## config.mk

```make
export PLATFORM = sky130hd
export DESIGN_NAME = popcount_seq
export DESIGN_NICKNAME = d
export VERILOG_FILES = /design/src/rtl/popcount_seq.sv
export SDC_FILE = /design/constraint.sdc
export NUM_CORES = 1
export LEC_CHECK = 0
export CAP_MARGIN = 20
export CELL_PAD_IN_SITES_DETAIL_PLACEMENT = 0
export CELL_PAD_IN_SITES_GLOBAL_PLACEMENT = 1
export CORE_MARGIN = 2
export CORE_UTILIZATION = 38
export CTS_CLUSTER_SIZE = 10
export DETAILED_ROUTE_END_ITERATION = 8
export DONT_BUFFER_PORTS = 1
export PLACE_DENSITY_LB_ADDON = 0.1
export SYNTH_ARGS = -nofsm -noshare
export SYNTH_HDL_FRONTEND = slang
export SYNTH_SLANG_ARGS = --single-unit
```

## constraint.sdc

```tcl
create_clock -name clk -period 5 [get_ports clk]
set_input_delay 1.25 -clock clk [delete_from_list [all_inputs] [get_ports clk]]
set_output_delay 1.25 -clock clk [all_outputs]
set_load 0.1 [all_outputs]
```

## src/rtl/popcount_seq.sv

```systemverilog
// rtl/popcount_seq.sv - multi-cycle popcount sequencer with binarized activation output
// One shared popcount1 counts a VWIDTH-bit chunk per cycle; the chunk counts are summed into the result.

module popcount1 #(
  parameter int VWIDTH = 8,
  parameter int CWIDTH = 4
) (
  input  logic [VWIDTH-1:0] vec,
  output logic [CWIDTH-1:0] count
);

  always_comb begin
    count = '0;
    for (int i = 0; i < VWIDTH; i++) begin
      count = count + CWIDTH'(vec[i]);
    end
  end

endmodule

module popcount_seq #(
  parameter int TOTAL  = 64,
  parameter int VWIDTH = 8,
  parameter int CWIDTH = 4,
  parameter int AWIDTH = 7
) (
  input  logic              clk,
  input  logic              rst_n,
  input  logic              in_valid,
  output logic              in_ready,
  input  logic [TOTAL-1:0]  in_vec,
  input  logic [AWIDTH-1:0] threshold,
  output logic              out_valid,
  input  logic              out_ready,
  output logic [AWIDTH-1:0] out_count,
  output logic              out_bit
);

  localparam int NCHUNK = TOTAL / VWIDTH;
  localparam int IW     = (NCHUNK > 1) ? $clog2(NCHUNK) : 1;

  typedef enum logic [1:0] {IDLE, RUN, DONE} state_t;

  state_t            state;
  logic [TOTAL-1:0]  shreg;
  logic [AWIDTH-1:0] thr_q;
  logic [AWIDTH-1:0] acc;
  logic [IW-1:0]     idx;
  logic [CWIDTH-1:0] chunk_count;
  logic [AWIDTH-1:0] sum;

  // The low chunk of the shift register is always the chunk at the current index.
  popcount1 #(
    .VWIDTH (VWIDTH),
    .CWIDTH (CWIDTH)
  ) u_popcount1 (
    .vec   (shreg[VWIDTH-1:0]),
    .count (chunk_count)
  );

  assign sum = acc + AWIDTH'(chunk_count);

  always_ff @(posedge clk or negedge rst_n) begin
    if (!rst_n) begin
      state     <= IDLE;
      shreg     <= '0;
      thr_q     <= '0;
      acc       <= '0;
      idx       <= '0;
      in_ready  <= 1'b0;
      out_valid <= 1'b0;
      out_count <= '0;
      out_bit   <= 1'b0;
    end else begin
      case (state)
        IDLE: begin
          in_ready <= 1'b1;
          if (in_valid && in_ready) begin
            shreg    <= in_vec;
            thr_q    <= threshold;
            acc      <= '0;
            idx      <= '0;
            in_ready <= 1'b0;
            state    <= RUN;
          end
        end
        RUN: begin
          acc   <= sum;
          idx   <= idx + IW'(1);
          shreg <= shreg >> VWIDTH;
          // Result registers load from the final sum so they appear with out_valid.
          if (idx == IW'(NCHUNK - 1)) begin
            state     <= DONE;
            out_valid <= 1'b1;
            out_count <= sum;
            out_bit   <= (sum >= thr_q);
          end
        end
        DONE: begin
          if (out_ready) begin
            out_valid <= 1'b0;
            in_ready  <= 1'b1;
            state     <= IDLE;
          end
        end
        default: begin
          state <= IDLE;
        end
      endcase
    end
  end

endmodule

```

==> reports/qor.txt <==
Final WS setup: 0.268 ns
Final period util: 0.946
CP max-delay cell: fa_1
Max-slew headroom: 0.344
IO buf count: 0
post-synthesis async set-or-reset flop share: 1.00
post-synthesis cell count: 455
final wirelength: 9750 um
Peak Freq: 211 MHz
post-synthesis sequential area ratio: 0.511
Startpoint Class: flop
cts bufs inserted: 9
Core ar.: 11600 um^2
vias in the first global route: 3047
Post-Synth Adder-Cell Area: 0.0660
die area: 12900 um^2
number of flops mapped to enable cells by yosys: 0
Worst-Margin Slew: 0.984 ns
Mean Syn Cell Area: 10.0 um^2
root buf cell: clkbuf_16
DR pass1 iterations: 4
Starting Density: 0.393
Worst path most repeated cell: fa_1
GR Util All Layers: 0.163
largest family of logic cells by synthesized area: multiplexers
Final Net Count: 538
Layout Skew: 0.00718 ns
DR WL met3: 547 um
post-synth top area cell: dfrtp_1
syn_nets: 551
CP Data Required Time: 5.23 ns
crit path max fanout: 3
drt initial violations: 165
Rows: 39
Worst path top cell family by delay: adder cells
critical path class: reg -> reg
ANT cells: 0
final hold violations: 0
commonest non-fill, non-tap cells in the layout: 97 x nand2_1, 93 x dfrtp_1, 79 x o21ai_0
clk sinks: 93
drt wl/cell: 16.6 um
Reg clk slew, reported paths: 0.07 ns
Setup TNS: 0 ns
Post-Synth XOR/XNOR Area: 0.0115
ANT nets after route: 0
Distinct cells, synth: 32
Peak VDD IR: 264 uV
Avg Vias per Cell: 5.06
Placer Congestion: 0.763
max layer used: met4
M1 WL: 4850 um
Vias: 2978
status: completed
Syn. warnings: 0
# IOs: 85
setup slack, reg-to-reg: 0.27 ns
mux cell area share after synthesis: 0.125
die span in x: 113 um
hpwl dp: 6600 um
CTS tree: done
initial antenna violation count: 0
CP Capture Type: flop
clock tree buffer depth: 2
final global-route overflow total: 0
Yosys reg bits: 93
Final Setup Violations: 0
postcts setup bufs: 0
area fraction in and, or, nand and nor cells after synthesis: 0.108
fraction of layout cells with a size suffix above 1: 0.0517
synthesized area: 4550 um^2
Tmin final: 4.73 ns
Met2 Wirelength: 4170 um
top cells by area, synth: dfrtp_1 51%, mux2i_1 11%, o21ai_0 8.7%, nand2_1 8.0%, ha_1 4.4%
CP arrival: 4.96 ns
CP bufs+invs: 2
Synth Flop Type: dfrtp_1
Synth Area in Compound Gates: 0.123
crit path cell chain: ha_1, inv_1, fa_1, fa_1, fa_1, fa_1, inv_1, fa_1, a211oi_1, nor2_1, xnor2_1, ha_1, a211oi_1, nor2_1, nor3_1, a21oi_1
cts hold-fix bufs: 0
H-tree levels: 3
Power per Cell Area: 755 nW/um^2
die height: 113 um
first-pass GRT wire length: 16100 um
worst min-delay path category: reg -> reg
Syn-to-layout area delta: 7.15%
share of the synthesized area in the top cell type: 0.511
Worst-Skew Late Latency: 0.34 ns
DRC Markers: 0
commonest non-fill, non-tap cell in the layout: nand2_1
post-CTS sizing: 0
max incr delay on CP: 0.50 ns
P_leak: 0.00213 uW
max-cap violations: 0
Setup WS pre-CTS: 0.285 ns
largest net degree at the start of global routing: 94
Slew Viols, Final: 0
unrepaired setup endpoints after global routing: false
==> sequential cells by signal (all words and copies together) (netlist names) <==
signal,cells
acc,7
out_valid,1
idx,3
out_count,7
out_bit,1
state,2
thr_q,7
in_ready,1
shreg,64
==> final cells by class <==
cell class	instances	area (um^2)
clock buffer	10	229
tap	143	179
sequential	93	2330
clock inverter	4	51.3
inverter	24	90.1
timing repair buffer	3	22.5
multi-input combinational	311	1980
fill	1150	6690
==> layer usage <==
layer	up-vias	GRT usage
met5	-	0
met4	0	0.0683
met3	12	0.0420
met2	66	0.240
met1	1395	0.230
li1	1505	-
==> synth_stat cells, types with 4 or more instances <==
library cell and n:
a211oi_1 4, a21oi_1 12, buf_2 7, buf_6 6
clkbuf_1 11, dfrtp_1 93, fa_1 5, ha_1 16
inv_1 24, mux2_2 5, mux2i_1 51, nand2_1 97
nor2_1 17, o21ai_0 79, xnor2_1 4
==> report_power, final <==
part           internal [uW]  leakage, uW  switching [uW]
sequential              1060      0.00121             406
clock                    382     0.000134             286
combinational            630     0.000786             920
total                   2070      0.00213            1610
==> cells by family (layout without fill, tap and decap cells) <==
| family | count (synthesis) | count (layout) |
|---|---|---|
| AOI/OAI and AO/OA | 105 | 105 |
| xor gates and xnor gates | 6 | 6 |
| adders and majority gates | 21 | 21 |
| buffers and inverters | 51 | 41 |
| DFF | 93 | 93 |
| muxes | 56 | 56 |
| and+or+nand+nor | 123 | 123 |
==> stage by stage <==
stage | utilization | instance area, um^2 | instances | hold slack (ns) | total power (uW)
after global placement | 0.397 | 4600 | 574 | 0.463 | 3040
after CTS | 0.422 | 4880 | 588 | 0.481 | 3750
after global routing | 0.422 | 4880 | 588 | 0.516 | 4060
after detailed placement | 0.397 | 4600 | 574 | 0.464 | 3060
after floorplan | - | 4550 | 455 | 0.449 | 2710
final | 0.422 | 4880 | 588 | 0.478 | 3680
==> worst min-delay path: stages, from the launching register on <==
cell     delay (ns)
dfrtp_1        0.34
nand2_1        0.05
o21ai_0        0.06
==> final timing paths <==
check	startpoint	endpoint	depth (start not counted)
worst min register to register	shreg[56]$_DFFE_PN0P_	shreg[48]$_DFFE_PN0P_	2
worst min-delay path	shreg[56]$_DFFE_PN0P_	shreg[48]$_DFFE_PN0P_	2
max in group asynchronous	rst_n	idx[2]$_DFFE_PN0P_	0
worst max-delay path	shreg[1]$_DFFE_PN0P_	out_bit$_DFFE_PN0P_	16
worst max register to register	shreg[1]$_DFFE_PN0P_	out_bit$_DFFE_PN0P_	16
min in group asynchronous	rst_n	shreg[3]$_DFFE_PN0P_	0
Power figures use the tool's default switching activity.
